File: src/rtl/shift_add_multiplier.sv
// Sequential 16x16 shift-and-add multiplier (product mod 2^16) that drives an external
// barrel_shifter16 and accumulates one shifted partial product per set multiplier bit.
module shift_add_multiplier #(
  parameter int W          = 16,
  parameter bit EARLY_EXIT = 1'b1
) (
  input  logic         clk,
  input  logic         rst,
  input  logic         in_valid,
  output logic         in_ready,
  input  logic [W-1:0] a,
  input  logic [W-1:0] b,
  output logic [W-1:0] sh_in,
  output logic [3:0]   sh_s,
  input  logic [W-1:0] sh_out,
  output logic         out_valid,
  input  logic         out_ready,
  output logic [W-1:0] product,
  output logic [1:0]   state_dbg
);

  // Handshakes: a transfer happens on a rising clk edge where valid && ready are both 1.
  // The producer holds data stable while valid=1 and ready=0; ready never depends on valid.

  typedef enum logic [1:0] {
    IDLE = 2'd0,
    SCAN = 2'd1,
    DONE = 2'd2
  } state_t;

  state_t       state;
  logic [W-1:0] a_r;
  logic [W-1:0] b_r;
  logic [W-1:0] acc;
  logic [3:0]   k;

  logic [W-1:0] b_above;
  logic         last_scan;
  logic [W-1:0] acc_next;

  // Bits of b strictly above k; shifted in two steps so k==15 never overflows k+1.
  always_comb begin
    b_above   = (b_r >> k) >> 1;
    last_scan = (k == 4'd15) || (EARLY_EXIT && (b_above == '0));
    acc_next  = b_r[k] ? (acc + sh_out) : acc;
  end

  assign in_ready  = (state == IDLE) && !rst;
  assign sh_in     = a_r;
  assign sh_s      = (state == SCAN) ? k : 4'd0;
  assign product   = acc;
  assign state_dbg = state;

  always_ff @(posedge clk or posedge rst) begin
    if (rst) begin
      state     <= IDLE;
      a_r       <= '0;
      b_r       <= '0;
      acc       <= '0;
      k         <= 4'd0;
      out_valid <= 1'b0;
    end else begin
      case (state)
        IDLE: begin
          if (in_valid) begin
            a_r   <= a;
            b_r   <= b;
            acc   <= '0;
            k     <= 4'd0;
            state <= SCAN;
          end
        end
        SCAN: begin
          // The exiting cycle's partial product is still folded into acc.
          acc <= acc_next;
          if (last_scan) begin
            state     <= DONE;
            out_valid <= 1'b1;
          end else begin
            k <= k + 4'd1;
          end
        end
        DONE: begin
          if (out_ready) begin
            state     <= IDLE;
            out_valid <= 1'b0;
          end
        end
        default: begin
          state     <= IDLE;
          out_valid <= 1'b0;
        end
      endcase
    end
  end

endmodule

File: config.mk
export PLATFORM = sky130hd
export DESIGN_NAME = shift_add_multiplier
export DESIGN_NICKNAME = d
export VERILOG_FILES = /design/src/rtl/shift_add_multiplier.sv
export SDC_FILE = /design/constraint.sdc
export NUM_CORES = 1
export LEC_CHECK = 0
export BUFFER_PORTS_ARGS = -buffer_cell sky130_fd_sc_hd__buf_2
export CAP_MARGIN = 20
export CORE_MARGIN = 2
export CORE_UTILIZATION = 53
export CTS_BUF_LIST = sky130_fd_sc_hd__clkbuf_16
export DETAILED_ROUTE_END_ITERATION = 12
export PLACE_DENSITY = 0.81
export SYNTH_ARGS = -nofsm -noshare
export SYNTH_HDL_FRONTEND = slang
export SYNTH_SLANG_ARGS = --single-unit
File: constraint.sdc
create_clock -name clk -period 2.62 [get_ports clk]
set_input_delay 0.524 -clock clk [delete_from_list [all_inputs] [get_ports clk]]
set_output_delay 0.524 -clock clk [all_outputs]
set_load 0.005 [all_outputs]
# After elaboration in Yosys (flattened, before gate mapping)
# Cells that the tools add are included.
# op_classes
shifts,1
n_addsub,2
eq_ne,8
order_cmp,1
mux,16
n_reduce_logical,11
bitwise,1
# ops
op,count
two-way mux 16 bit,2
one-hot mux 16 bit (2 select lines),1
adder 16 bit,1
logical NOT 16 bit,1
>> shifter 16 x 4 -> 16 bit,1
two-way mux 4 bit,3
AND reduction 3 bit,4
"!= test 2 bit, second input constant",5
one-hot mux 4 bit (2 select lines),1
two-way mux 2 bit,3
one-hot mux 2 bit (3 select lines),1
"less-than comparator 4 x 5 -> 1 bit, second input constant",1
"adder 4 x 1 -> 4 bit, second input constant",1
binary-select mux 1 bit (select 4 bit),1
"== test 4 bit, second input constant",1
two-way mux 1 bit,3
one-hot mux 1 bit (3 select lines),1
"== test 2 x 1 -> 1 bit, second input constant",1
"== test 2 bit, second input constant",1
logical NOT 2 bit,1
AND reduction 2 bit,1
nonzero test 2 bit,1
logical AND 1 bit,1
logical NOT 1 bit,1
other kinds (2),2
# totals
register_bits,55
elab_cells,46
in_bits,52

# Logic depth before layout (Yosys ltp)
# Gate-level depths: netlist of the first run.
# depth
ltp_word,5
ltp_mapped,10
ltp_nobuf,9

# Worst setup path after synthesis of the first run
# Ideal clock, no wire load.
# synth_path
path_type,in2reg
from,input sh_out[4]
to,"register acc[9], in the netlist product[9]"
required_time_ns,2.500
t_arrival_ns,2.116
cell_stages,7
n_path_buf,0
setup_time_ns,0.120
path_slack_ns,0.384
cell_sequence,ha_1 a21o_1 or2_2 a31oi_1 mux2i_1 a31oi_1 a31o_2
# synth_via
elab_chain_cells,3
# synth_rtl
element,line,source
from (decl),15,"input logic [W-1:0] sh_out,"
adder 16 bit,45,acc_next = b_r[k] ? (acc + sh_out) : acc;
two-way mux 16 bit,45,
one-hot mux 16 bit (2 select lines),63,case (state)
to (signal assigned),75,acc <= acc_next;
to (decl),34,logic [W-1:0] acc;
# No other way between the ends. The select of a mux whose other input is x is not followed.
# A chain may end at the register's enable or synchronous reset.

# Worst setup path in the final report of the first run
# layout_path
from,register k[1]
to,"register acc[15], in the netlist product[15]"
# layout_via
elab_chain_cells,4
# layout_rtl
element,line,source
from (decl),35,logic [3:0] k;
from (signal assigned),80,k <= k + 4'd1;
binary-select mux 1 bit (select 4 bit),45,
two-way mux 1 bit (not written as such),45,
!= test 2 bit (no source line),n/a,
AND reduction 3 bit (no source line),n/a,
# No other way between the ends. The select of a mux whose other input is x is not followed.

==> impl_results.md, run 1 <==
* Sw power at 2310 µW
* Part of the power in registers at a little under a third
* Nets at 531
* Antenna violations before repair at 0
* Synth warn at 0
* Min Hold Slack at 0.252 ns
* Clock Sinks at 55
* Post-synth EDFFs at 0
* Vias at 2910
* Combinational power share at a little under three fifths
* Starting Density at 55.4%
* Aggregate global-route resource usage at 22.6%
* Grt ovf at 0
* Clk slew on worst S/H paths at 0.07 ns
* Crit-path slowest cell: dfrtp_1
* Clock Tree Root: clkbuf_16
* Worst setup EP type: flip-flop
* Reg2reg setup slack at between 0.1 and 0.15 ns
* Die Y at around 83 µm
* Fmax at around 400 MHz
* Internal cell power at roughly 3100 µW
* Clock power frac at between 10% and 20%
* Ys async rst share at 100%
* CTS hold repair buffers at 0
* Drt wl/cell at 13.9 µm
* Clock Latency Late Sink at 0.30 ns
* CP Max Fanout at 23
* Worst Setup SP: k[1]
* RSZ-0062 raised after global routing: no
* Vias in the first global route at between 2000 and 3000
* Final Hold Vio Count at 0
* R2R depth at 7
* Fin util at 67.3%
* LEAKAGE at 0.00209 µW
* DP HPWL at 5570 µm
* P per Cell Area at 1340 nW/µm²
* Die area at 6870 µm²
* Clk buf depth at 2
* Gp weighted congestion at 0.848
* Share of cells above drive strength 1 at ~28%
* Netlist cell types at 49
* H-tree depth at 2
* Worst Skew at 0.00604 ns
* Worst rel slew slack at 58.1%
* CTS tree: done
* Top_reg_cell synth: dfrtp_1
* Max Cap Viol at 0
* TritonRoute pass-1 iters at 4
* VDD IR-drop max at around 0.00062 V
* Global-route wire length before repair at approximately 13000 µm
* CP required at 2.84 ns
* Slew Limit Fails at 0
* Area grow syn2layout at 21.5%
* Dominant cell by count in the synthesized netlist: nand2_1
* Diode count at 0
* Worst EP arrival at 2.71 ns
* Worst-margin pin slew at roughly 0.63 ns
* Reg2reg start: k[1]
* Critical Path Source Type: flip-flop
* Die Span X at 82.9 µm
* Final period utilization at 95.2%
* Cells after Synth at 370
* Setup TNS at 0 ns
* Synthesized net count at between 400 and 500
* PortBufs at a little over 90
* Setup crit end: product[15]
* Drt initial violations at 124
* Mapped cell area at between 3000 and 4000 µm²
* Worst min path class: in -> async
* FP Rows at 28
* ANT nets after route at 0
* Crit path cell chain: mux2_2, o21a_1, mux4_2, a21oi_4, buf_12, a21oi_1, o21ai_0
* Yosys top cell area share at 41.7%
* Vias per cell at 5.41
* Status: finished, final reports clean
* # DRC at 0
* Seq/Total Area, Yosys at 41.7%
* Max incr delay on CP at 0.75 ns
* Largest net degree at the start of global routing at 39
* Sw frac at 43.0%
* I/O pin count at 92
* Layout fillers at 512
* Core ar. at 5960 µm²
* Crit path time final at 2.49 ns
* #FFs+latches synth at 55
* Commonest cells post-synth: nand2_1 (117), dfrtp_1 (55), o21ai_0 (18)
* Final WL at 7490 µm
* Synth top area cells: dfrtp_1 (42%), nand2_1 (13%), ha_1 (6.1%)
* Crit Path Class: reg -> reg
* FF-to-FF End: product[15]
* Avg Synthesized Cell Area at 8.91 µm²
* TritonCTS Buffers at 5
* Largest area contributor in the netlist: dfrtp_1
* Final setup fails at 0
==> placed cells by master, fill, tap and decap left out, drive strengths merged, types with 11 or more instances in the layout <==
cell type,instances
o31ai,13
buf,103
dfrtp,55
o21ai,20
nand2,118
ha,16
a21oi,13
nand3,11
inv,13
nor2,14
==> worst max-delay path, delay by kind of cell (launching register included) <==
family	cells	cell delay, ns
flops	1	0.75
buf+inv	1	0.17
mux	2	0.94
compound gates	4	0.56
==> power groups by stage <==
stage / registers [µW] / logic (µW) / clock network [µW]
final: 1650 / 3060 / 677
after global routing: 1720 / 3440 / 710
after CTS: 1650 / 3070 / 691
after detailed placement: 1660 / 3050 / 0
after global placement: 1630 / 2920 / 0
after floorplan: 1550 / 2290 / 0
==> worst min-delay path by stage <==
stage | from | endpoint | slack (ns) | depth (start not counted)
after floorplan | b_r[0] | b_r[0] | 0.44 | 2
after global placement | sh_in[9] | sh_in[9] | 0.46 | 2
after detailed placement | sh_in[1] | sh_in[1] | 0.46 | 2
after CTS | rst | b_r[5] | 0.28 | 2
after global routing | rst | b_r[9] | 0.30 | 2
final | rst | state_dbg[0] | 0.25 | 2
==> state kept, by name, summed over array words and instances (netlist names) <==
name and count:
b_r 16, product 16, sh_in 16, k 4, state_dbg 2, out_valid 1
==> cell type report <==
type                    instances  area (µm²)  area share, %
inverters                      13        48.8           1.22
clock buffers                   5         125           3.12
multi-input cells             284        1770           44.1
repair buffers                103         571           14.2
flip-flops and latches         55        1380           34.4
clock inverters                 3        25.0          0.624
well taps                      75        93.8           2.34
==> layer usage <==
| metal | vias to the layer above | routed length (µm) | track usage (%) |
|---|---|---|---|
| met3 | 12 | 359 | 3.98 |
| met1 | 1350 | 3330 | 29.1 |
| met4 | 0 | 140 | 6.11 |
| li1 | 1462 | - | - |
| met5 | - | 0 | 0 |
| met2 | 86 | 3660 | 39.4 |
==> through the flow <==
stage,cells,total power (µW),worst slack (ns),area (µm²)
2_1_floorplan,370,3850,0.384,3300
3_3_place_gp,530,4560,0.102,3850
3_5_place_dp,530,4710,0.0977,3850
4_1_cts,538,5410,0.103,4010
5_1_grt,538,5870,0.0108,4010
6_report,538,5390,0.126,4010
==> what timing repair did <==
| item | CTS | global route |
|---|---|---|
| gates resized for setup | 0 | 2 |
| setup endpoints to repair | 0 | 3 |
| setup buffers | 0 | 0 |
==> cells by family (layout without fill, tap and decap cells) <==
group	Yosys count	count (layout)	share of synthesized area, %
AND/OR/NAND/NOR	166	166	21.1
AO/OA/AOI/OAI	74	74	15.3
flip-flops	55	55	41.7
buffers and inverters	31	124	4.74
adder cells (fa/ha/maj)	17	17	6.68
multiplexers	14	14	6.94
XOR/XNOR	13	13	3.45
Note: power is estimated with default switching activity, not from simulation.
==> inputs of run 2 (changes only) <==
--- a/config.mk
+++ b/config.mk
@@ -12,6 +12,7 @@
 export CTS_BUF_LIST = sky130_fd_sc_hd__clkbuf_16
 export DETAILED_ROUTE_END_ITERATION = 12
 export PLACE_DENSITY = 0.81
+export REMOVE_ABC_BUFFERS = 1
 export SYNTH_ARGS = -nofsm -noshare
 export SYNTH_HDL_FRONTEND = slang
 export SYNTH_SLANG_ARGS = --single-unit
==> run 2 against run 1 <==
  * Core utilization about the same
  * Highest routed layer unchanged
  * Non-clock buffer count unchanged
  * Setup slack better by 0.073 ns
  * Clock skew about the same
  * Final cell count unchanged
==> impl_results.md, run 2 (same netlist as run 1, synthesis figures left out) <==
* Status: finished, final reports clean
* Die Span X at 82.9 µm (unchanged)
* Worst Skew at 0.00583 ns (-0.000209 ns)
* Worst rel slew slack at 58.8% (+0.72 points)
* Fmax at 413 MHz (+3.0%)
* Sw frac at 42.6% (-0.33 points)
* Final period utilization at 92.4% (-2.8 points)
* Gp weighted congestion at 0.879 (+3.7%)
* CP required at 2.84 ns (about the same)
* Commonest non-fill, non-tap cell in the layout: nand2_1
* Most frequent cells in the layout: nand2_1 (117), buf_2 (91), dfrtp_1 (55)
* H-tree depth at 2 (unchanged)
* Starting Density at 55.4% (unchanged)
* Critical Path Source Type: flip-flop
* Share of cells above drive strength 1 at 27.4% (-0.22 points)
* Worst setup EP type: flip-flop
* Final setup fails at 0 (unchanged)
* Sw power at 2280 µW (-1.4%)
* Drt wl/cell at 13.5 µm (-3.2%)
* Crit Path Class: reg -> reg
* Slew Limit Fails at 0 (unchanged)
* P per Cell Area at 1340 nW/µm² (-0.65%)
* ANT nets after route at 0 (unchanged)
* Internal cell power at 3070 µW (-0.11%)
* Diode count at 0 (unchanged)
* Global-route wire length before repair at 12300 µm (-5.9%)
* Clock Sinks at 55 (unchanged)
* Post-CTS setup buffers at 0 (unchanged)
* Clock Tree Root: clkbuf_16
* FP Rows at 28 (unchanged)
* Grt ovf at 0 (unchanged)
* Antenna violations before repair at 0 (unchanged)
* # DRC at 0 (unchanged)
* Clk slew on worst S/H paths at 0.07 ns (about the same)
* Final WL at 7250 µm (-3.2%)
* Clk buf depth at 2 (unchanged)
* PortBufs at 91 (unchanged)
* Final Hold Vio Count at 0 (unchanged)
* TritonCTS Buffers at 5 (unchanged)
* Clock Latency Late Sink at 0.30 ns (about the same)
* PostCTS Resize Cnt at 0 (unchanged)
* Area grow syn2layout at 21.5% (about the same)
* Worst min path class: in -> async
* Worst-margin pin slew at 0.618 ns (-0.0108 ns)
* CTS tree: done
* Largest net degree at the start of global routing at 56 (+44%)
* Min Hold Slack at 0.281 ns (+0.0290 ns)
* Clock power frac at 13.0% (+0.4 points)
* Setup TNS at 0 ns (unchanged)
* Part of the power in registers at 30.2% (-0.4 points)
* Reg2reg start: k[0]
* Aggregate global-route resource usage at 21.1% (-1.5 points)
* CTS hold repair buffers at 0 (unchanged)
* FF-to-FF End: k[0]
* TritonRoute pass-1 iters at 4 (unchanged)
* Vias at 2929 (+0.65%)
* Combinational power share at 56.8% (about the same)
* Max Cap Viol at 0 (unchanged)
* Die Y at 82.9 µm (unchanged)
* CP Max Fanout at 18 (-22%)
* R2R depth at 8 (+1)
* LEAKAGE at 0.00210 µW (+0.36%)
* RSZ-0062 raised after global routing: no
* Reg2reg setup slack at 0.20 ns (+0.07 ns)
* I/O pin count at 92 (unchanged)
* Vias in the first global route at 2820 (-4.1%)
* Core ar. at 5960 µm² (unchanged)
* Vias per cell at 5.44 (+0.65%)
* Worst EP arrival at 2.64 ns (-0.07 ns)
* DP HPWL at 5360 µm (-3.7%)
* Drt initial violations at 98 (-21%)
* Nets at 531 (unchanged)
* VDD IR-drop max at 0.000615 V (-1.5%)
* Die area at 6870 µm² (unchanged)
* Crit path time final at 2.42 ns (-0.0726 ns)
[run 2: changes by cell type in the layout (fill, tap and decap cells not counted)]
cell	previous run	this run
dfrtp_1	54	55
dfrtp_2	1	0
clkinvlp_4	1	0
a2111oi_1	1	0
clkinv_4	2	0
a2111oi_0	0	1
inv_6	0	3
[run 2: area by class of cell]
type	instances	area, µm²
timing repair buffer	103	571
clock inverter	3	26.3
fill	508	1950
clock buffer	5	125
inverter	13	48.8
multi-input combinational	284	1770
tap	75	93.8
sequential	55	1380
[run 2: metal layers]
metal	share of wire [%]	vias to the layer above	routed length, µm	track usage, %
met5	0	-	0	0
met4	1.2	0	85	5.51
met3	4.9	10	356	4.47
met2	50	87	3630	37.2
met1	44	1369	3170	26.3
li1	-	1463	-	-
[run 2: metrics by stage]
stage | std cells | area [µm²] | total power [µW] | util, % | setup slack, ns
after floorplan | 352 | 3190 | 3660 | - | 0.0186
after global placement | 530 | 3850 | 4540 | 64.7 | 0.184
after detailed placement | 530 | 3850 | 4680 | 64.7 | 0.0710
after CTS | 538 | 4010 | 5390 | 67.3 | 0.166
after global routing | 538 | 4010 | 5820 | 67.3 | 0.00314
final | 538 | 4010 | 5350 | 67.3 | 0.198
[run 2: worst max path at each step]
stage,startpoint,to,slack (ns)
CTS,k[0],k[0],0.17
global placement,sh_out[0],product[14],0.18
finish,k[0],k[0],0.20
detailed placement,sh_out[0],product[14],0.07
global route,k[0],k[0],0.003
floorplan,k[0],product[15],0.02
[run 2: power groups by stage]
stage	sequential [µW]	combinational [µW]	clock, µW
2_1_floorplan	1640	2020	0
3_3_place_gp	1600	2940	0
3_5_place_dp	1630	3050	0
4_1_cts	1620	3060	710
5_1_grt	1680	3400	745
6_report	1620	3040	693
[run 2: critical path, stage by stage (launching register included)]
cell	delay, ns
dfrtp_1	0.44
buf_4	0.26
and2b_1	0.20
a2111oi_0	0.44
a31oi_1	0.10
o41ai_1	0.25
and3_1	0.25
o31a_2	0.21
mux2i_1	0.19
